`src/rtl/nileswan_unlock_pkg.sv`:
```
// nileswan_unlock_pkg: shared state type and default unlock parameters
package nileswan_unlock_pkg;
  typedef enum logic [1:0] {UNL_IDLE, UNL_SHIFT, UNL_DONE} unlock_state_t;
  localparam logic [21:0] UNLOCK_PATTERN_DEF = 22'h028A07;
  localparam int UNLOCK_LEN_DEF = 22;
  localparam logic [11:0] UNLOCK_TRIG_DEF = 12'hA05;
  localparam logic [11:0] UNLOCK_MASK_DEF = 12'hF0F;
endpackage

```
`src/rtl/unlock_trig_match.sv`:
```
// unlock_trig_match: masked, qualified compare of the cartridge address against the trigger
module unlock_trig_match
  import nileswan_unlock_pkg::*;
#(
  parameter logic [11:0] TRIG_ADDR = UNLOCK_TRIG_DEF,
  parameter logic [11:0] TRIG_MASK = UNLOCK_MASK_DEF
) (
  input  logic [7:0] AddrLo,
  input  logic [3:0] AddrHi,
  input  logic       AddrVld,
  output logic       hit
);
  assign hit = AddrVld && ((({AddrHi, AddrLo} ^ TRIG_ADDR) & TRIG_MASK) == 12'h000);
endmodule

```
`src/rtl/mbc_unlock_seq.sv`:
```
// mbc_unlock_seq: serialises the unlock pattern LSB first on Mbc after a trigger, then holds the tail level
module mbc_unlock_seq
  import nileswan_unlock_pkg::*;
#(
  parameter int                     PATTERN_LEN = UNLOCK_LEN_DEF,
  parameter logic [PATTERN_LEN-1:0] PATTERN     = PATTERN_LEN'(UNLOCK_PATTERN_DEF),
  parameter logic [11:0]            TRIG_ADDR   = UNLOCK_TRIG_DEF,
  parameter logic [11:0]            TRIG_MASK   = UNLOCK_MASK_DEF,
  parameter logic                   TAIL_LEVEL  = 1'b1,
  parameter logic                   ONESHOT     = 1'b0
) (
  input  logic       SClk,
  input  logic       nReset,
  input  logic [7:0] AddrLo,
  input  logic [3:0] AddrHi,
  input  logic       AddrVld,
  input  logic       Rearm,
  output logic       Mbc,
  output logic       Busy,
  output logic       Done
);
  localparam int IDX_W = $clog2(PATTERN_LEN);
  localparam logic [IDX_W-1:0] LAST = IDX_W'(PATTERN_LEN - 1);
  unlock_state_t state, state_nx;
  logic [IDX_W-1:0] idx, idx_nx;
  logic mbc_nx, hit, rearm;
  unlock_trig_match #(.TRIG_ADDR(TRIG_ADDR), .TRIG_MASK(TRIG_MASK)) u_trig (
    .AddrLo (AddrLo),
    .AddrHi (AddrHi),
    .AddrVld(AddrVld),
    .hit    (hit)
  );
  assign rearm = Rearm && !ONESHOT;
  // Rearm wins over everything, including a hit on the same edge while idle
  always_comb begin
    state_nx = state;
    idx_nx   = idx;
    mbc_nx   = Mbc;
    if (rearm) begin
      state_nx = UNL_IDLE;
      idx_nx   = '0;
      mbc_nx   = PATTERN[0];
    end else begin
      case (state)
        UNL_IDLE: if (hit) begin
          state_nx = UNL_SHIFT;
          idx_nx   = '0;
          mbc_nx   = PATTERN[0];
        end
        UNL_SHIFT: if (idx == LAST) begin
          state_nx = UNL_DONE;
          mbc_nx   = TAIL_LEVEL;
        end else begin
          idx_nx = idx + 1'b1;
          mbc_nx = PATTERN[idx_nx];
        end
        UNL_DONE: state_nx = UNL_DONE;
        default: begin
          state_nx = UNL_IDLE;
          idx_nx   = '0;
          mbc_nx   = PATTERN[0];
        end
      endcase
    end
  end
  always_ff @(posedge SClk or negedge nReset) begin
    if (!nReset) begin
      state <= UNL_IDLE;
      idx   <= '0;
      Mbc   <= PATTERN[0];
    end else begin
      state <= state_nx;
      idx   <= idx_nx;
      Mbc   <= mbc_nx;
    end
  end
  assign Busy = (state == UNL_SHIFT);
  assign Done = (state == UNL_DONE);
  a_excl: assert property (@(posedge SClk) disable iff (!nReset) !(Busy && Done));
  a_busy: assert property (@(posedge SClk) disable iff (!nReset) Busy |-> state == UNL_SHIFT);
endmodule

```
`config.mk`:
```
export PLATFORM = sky130hd
export DESIGN_NAME = mbc_unlock_seq
export DESIGN_NICKNAME = d
export VERILOG_FILES = /design/src/rtl/nileswan_unlock_pkg.sv /design/src/rtl/unlock_trig_match.sv /design/src/rtl/mbc_unlock_seq.sv
export SDC_FILE = /design/constraint.sdc
export NUM_CORES = 1
export LEC_CHECK = 0
export CORE_MARGIN = 3
export CORE_UTILIZATION = 30
export DETAILED_ROUTE_END_ITERATION = 6
export GPL_TIMING_DRIVEN = 0
export SYNTH_ARGS = -nofsm -noshare
export SYNTH_HDL_FRONTEND = slang
export SYNTH_SLANG_ARGS = --single-unit
```
`constraint.sdc`:
```
create_clock -name SClk -period 2.1 [get_ports SClk]
set_input_delay 0.42 -clock SClk [delete_from_list [all_inputs] [get_ports SClk]]
set_output_delay 0.42 -clock SClk [all_outputs]
set_load 0.01 [all_outputs]
```
==> results of run 1 <==
## cells in the final DEF (no fill, tap or decap), types with 2 or more instances in the layout
| cell type | n |
|---|---|
| a21o_1 | 2 |
| a21oi_1 | 6 |
| o21ai_0 | 7 |
| clkbuf_4 | 3 |
| dfrtp_1 | 7 |
| nand2b_1 | 3 |
| nand2_1 | 6 |
| buf_2 | 2 |
| nor3_1 | 2 |
| clkdlybuf4s50_1 | 14 |
| inv_1 | 5 |
| ha_1 | 7 |
| nand3_1 | 2 |
| nor2_1 | 3 |
## Yosys cell counts (2+ instances only)
cell type,instances,share of area
buf_2,2,0.014
o21ai_0,7,0.049
a21o_1,2,0.021
nand3_1,2,0.014
inv_1,5,0.026
nand2_1,6,0.031
nor2_1,3,0.016
a21oi_1,6,0.042
nand2b_1,3,0.026
nor3_1,2,0.014
ha_1,7,0.12
dfrtp_1,7,0.24
## flip-flops by register name (all words and copies together), names as in the netlist
| signal | cells |
|---|---|
| idx | 5 |
| state | 2 |
| Mbc | 1 |
## layout make-up
cell class | count | area share
buffer | 4 | 0.0285
clock buffer | 4 | 0.0285
inverter | 5 | 0.0204
multi-input combinational | 63 | 0.514
sequential | 8 | 0.219
tap | 28 | 0.0380
timing repair buffer | 14 | 0.152
## how the worst max path moves through the flow
stage / from / endpoint / slack, ps / cells after the start
6_report: state[0] / Done / 140 / 3
5_1_grt: idx[0] / Mbc / 50 / 7
3_5_place_dp: AddrHi[2] / idx[3] / 120 / 6
4_1_cts: state[0] / Done / 150 / 3
3_3_place_gp: AddrHi[2] / idx[3] / 130 / 6
2_1_floorplan: state[0] / idx[3] / 500 / 6
## layer usage
metal | part of all wire | vias to the layer above | wire length (microns)
li1 | - | 334 | -
met5 | 0 | - | 0
met2 | 0.49 | 21 | 742
met1 | 0.44 | 323 | 666
met3 | 0.066 | 0 | 99
met4 | 0 | 0 | 0
## report_power, final
group / switching [mW] / leakage (nW) / internal [mW]
registers: 0.0309 / 0.106 / 0.178
clock network: 0.0556 / 0.0150 / 0.0729
logic: 0.147 / 0.260 / 0.143
## cells by family (layout without fill, tap and decap cells)
group           count (synthesis)  count (layout)  synth area share
xor+xnor                        1               1            0.0122
compound gates                 26              26             0.245
flops                           8               8             0.280
fa+ha+maj                       7               7             0.122
buf+inv                         9              27            0.0626
simple gates                   29              29             0.278
## worst max-delay path, stage by stage (launching register included)
cell and delay [ps]:
dfrtp_1 420, inv_1 90, ha_1 210, clkdlybuf4s50_1 560
==> metrics.md, run 1 <==
| Metric | Value |
|---|---|
| Status | finished, final reports clean |
| Vias after detailed routing | 678 |
| IO Port Bufs | 14 |
| FF+latch area | 201 sq um |
| Register-to-Register Path Depth | 7 |
| DR vias/cell | 5.38 |
| PwrDens | 681 mW/mm^2 |
| Root Driver | clkbuf_4 |
| Synth cell types | 40 |
| Die span in x | 55.0 microns |
| HP Class | input pin to async pin |
| Synth warn | 0 |
| Core Util, Final | 0.412 |
| # diodes | 0 |
| Grt peak-use layer | met2 |
| Synthesized area per cell | 8.99 sq um |
| GR Util met2 | 0.209 |
| Min Tclk post-route | 1960 ps |
| Number of global-route vias before repair | 644 |
| # clock sinks | 8 |
| Drt total wl | 1510 microns |
| Clock transition at path regs | 60 ps |
| GRT met1 Usage | 0.141 |
| Worst Path Arrival | 1540 ps |
| Placed Instances | 122 |
| FF-to-FF Start | idx[0] |
| Nets | 122 |
| Startpoint types | register |
| Final TNS setup | 0 ps |
| Core Box Area | 0.00223 sq mm |
| Setup WS pre-CTS | 120 ps |
| Post-DR wirelength/cell | 12.0 microns |
| Non-filler cells, final | 126 |
| # rows | 17 |
| Mapped Cells | 80 |
| Slew Limit Fails | 0 |
| Post-route cell area | 921 sq um |
| Unrepaired setup endpoints after global routing | false |
| Fin Hold WS | 446 ps |
| Worst skew pair latency | 250 ps |
| Die ar. | 0.00302 sq mm |
| Htree depth | 1 |
| Starting Density | 0.322 |
| Chip height | 55.0 microns |
| M3 GR Usage | 0.0429 |
| Power, Total | 0.627 mW |
| R2R setup slack | 240 ps |
| Placed Area | 895 sq um |
| Ys async rst share | 1.00 |
| Grt ovf | 0 |
| Layout cells sized above 1 | 0.163 |
| Area grow syn2layout | 28.0% |
| Post-Syn Nets | 103 |
| Max Clk Rate | 511 MHz |
| DRC | 0 |
| Req. time, crit path | 1680 ps |
| Clock Skews | 8.74 ps |
| Seq/Total Area, Yosys | 0.280 |
| Worst IR Drop VDD | 0.573 mV |
| Hold Violations, Final | 0 |
| Register bit total from synthesis | 8 |
| Post-route ant nets | 0 |
| Crit share post-route | 0.932 |
| Setup violators final | 0 |
| # resized after CTS | 0 |
| GRT Overall Usage | 0.120 |
| # fillers | 239 |
| EDFF count, synth | 0 |
| Setup bufs post-CTS | 0 |
| RD Place Congestion | 0.728 |
| Worst-path fanout max | 3 |
| Maximum buffer depth of the clock tree | 2 |
| Largest net degree at the start of global routing | 11 |
| Initial DRC count | 26 |
| Ys flop type | dfrtp_1 |
| Worst setup EP type | primary output |
| 1st-pass router iterations | 4 |
| TritonCTS Buffers | 3 |
| Worst slew pin tran | 379 ps |
| Mapped cell area | 719 sq um |
| Number of hold buffers added after cts | 0 |
| Final WS setup | 143 ps |
| Initial antenna violation count | 0 |
| Area of the multi-input gates | 473 sq um |
| I/O Pins | 19 |
| Type of the worst setup path | register to primary output |
| Max_cap viols | 0 |
| HPWL after detailed placement | 1170 microns |
| Slew HR | 0.746 |
| CTS tree | done |
| Leakage power | 0.382 nW |
| Reg2reg end | Mbc |
| First-pass GRT wire length | 2660 microns |
No activity file was read; power rests on OpenSTA's default activity.
==> run 2: changes to the inputs <==
--- a/config.mk
+++ b/config.mk
@@ -9,6 +9,7 @@
 export CORE_UTILIZATION = 30
 export DETAILED_ROUTE_END_ITERATION = 6
 export GPL_TIMING_DRIVEN = 0
+export PLACE_DENSITY = 0.55
 export SYNTH_ARGS = -nofsm -noshare
 export SYNTH_HDL_FRONTEND = slang
 export SYNTH_SLANG_ARGS = --single-unit
==> run 2 against run 1 <==
- global-route usage rose by 0.71 points
- design area did not move
- maximum frequency rose by 2.9%
- routed wire length rose by 2.0%
- clock power fell by 5%
- sequential cell count did not move
- combinational power barely moved
==> metrics.md, run 2 (synthesized netlist as in run 1, its figures left out) <==
| Metric | Value |
|---|---|
| Status | finished, final reports clean |
| Area grow syn2layout | 28.0% |
| I/O Pins | 19 |
| Final TNS setup | 0 ps |
| Commonest non-fill, non-tap cells in the layout | 14 x clkdlybuf4s50_1, 7 x o21ai_0, 7 x ha_1, 7 x dfrtp_1 |
| Grt ovf | 0 |
| Clock transition at path regs | 60 ps |
| DRC | 0 |
| Core Box Area | 0.00223 sq mm |
| Placed Instances | 122 |
| Nets | 122 |
| Most common cell after layout, fill and taps aside | clkdlybuf4s50_1 |
| TritonCTS Buffers | 3 |
| Largest register FFs | 5 |
| IO Port Bufs | 14 |
| RD Place Congestion | 0.717 |
| Min Tclk post-route | 1900 ps |
| Drt total wl | 1540 microns |
| Fin Hold WS | 444 ps |
| Maximum buffer depth of the clock tree | 2 |
| Worst-path fanout max | 3 |
| Worst setup EP type | primary output |
| Max Clk Rate | 526 MHz |
| # rows | 17 |
| Leakage power | 0.382 nW |
| First-pass GRT wire length | 2820 microns |
| Reg with most FFs | idx |
| Post-route ant nets | 0 |
| DR vias/cell | 4.86 |
| # diodes | 0 |
| Setup WS pre-CTS | 106 ps |
| Die span in x | 55.0 microns |
| Startpoint types | register |
| Largest net degree at the start of global routing | 11 |
| Worst skew pair latency | 250 ps |
| R2R setup slack | 210 ps |
| Htree depth | 1 |
| Worst slew pin tran | 357 ps |
| Setup violators final | 0 |
| Worst IR Drop VDD | 0.486 mV |
| Setup crit start | state[0] |
| HPWL after detailed placement | 1250 microns |
| Crit share post-route | 0.906 |
| Die ar. | 0.00302 sq mm |
| Chip height | 55.0 microns |
| Number of hold buffers added after cts | 0 |
| Reg2reg end | Mbc |
| Register-to-Register Path Depth | 7 |
| Max_cap viols | 0 |
| Initial DRC count | 5 |
| # clock sinks | 8 |
| Non-filler cells, final | 126 |
| Hold Violations, Final | 0 |
| Req. time, crit path | 1680 ps |
| Placed Area | 895 sq um |
| 1st-pass router iterations | 4 |
| Worst Path Arrival | 1480 ps |
| Slew HR | 0.761 |
| Vias after detailed routing | 612 |
| FF-to-FF Start | idx[0] |
| Starting Density | 0.322 |
| Root Driver | clkbuf_4 |
| Core Util, Final | 0.412 |
| Post-route cell area | 921 sq um |
| Layout cells sized above 1 | 0.163 |
| GRT Overall Usage | 0.127 |
| Biggest regs | idx x5, state x2, Mbc x1 |
| Unrepaired setup endpoints after global routing | false |
| Initial antenna violation count | 0 |
| Type of the worst setup path | register to primary output |
| Slew Limit Fails | 0 |
| HP Class | input pin to async pin |
| Number of global-route vias before repair | 626 |
| Setup bufs post-CTS | 0 |
| Power, Total | 0.619 mW |
| PwrDens | 672 mW/mm^2 |
| Post-DR wirelength/cell | 12.2 microns |
| CTS tree | done |
| # resized after CTS | 0 |
| Final WS setup | 198 ps |
| Clock Skews | 8.49 ps |
## run 2: worst max path at each step
stage | to | slack [ps]
CTS | Done | 170
global route | Mbc | 50
finish | Done | 200
detailed placement | idx[3] | 110
global placement | idx[3] | 120
floorplan | idx[3] | 500
## run 2: where the power goes
part	internal [mW]	switching [mW]	total [mW]
combinational	0.144	0.146	0.289
sequential	0.178	0.0285	0.207
clock	0.0725	0.0496	0.122
## run 2: critical path, stage by stage, from the launching register on
cell and delay [ps]:
dfrtp_1 390, inv_1 90, ha_1 210, clkdlybuf4s50_1 550
## run 2: routing by layer
| layer | GRT usage | share of wire | wire, microns |
|---|---|---|---|
| met1 | 0.192 | 0.53 | 815 |
| met2 | 0.187 | 0.46 | 712 |
| met3 | 0.0161 | 0.0065 | 10 |
| met4 | 0.0364 | 0 | 0 |
| met5 | 0 | 0 | 0 |
## run 2: cell type report
cell class / count / area (sq um)
inverters: 5 / 18.8
repair buffers: 14 / 140
flip-flops and latches: 8 / 201
clock buffers: 4 / 26.3
fillers: 221 / 1310
multi-input cells: 63 / 473
well taps: 28 / 35.0
plain buffers: 4 / 26.3
==> run 3: changes to the inputs <==
--- a/config.mk
+++ b/config.mk
@@ -9,6 +9,7 @@
 export CORE_UTILIZATION = 30
 export DETAILED_ROUTE_END_ITERATION = 6
 export GPL_TIMING_DRIVEN = 0
+export HOLD_SLACK_MARGIN = 0.1
 export PLACE_DENSITY = 0.55
 export SYNTH_ARGS = -nofsm -noshare
 export SYNTH_HDL_FRONTEND = slang
==> results of run 3 <==
No change in the layout: final DEF, timing and power equal those of run 2.
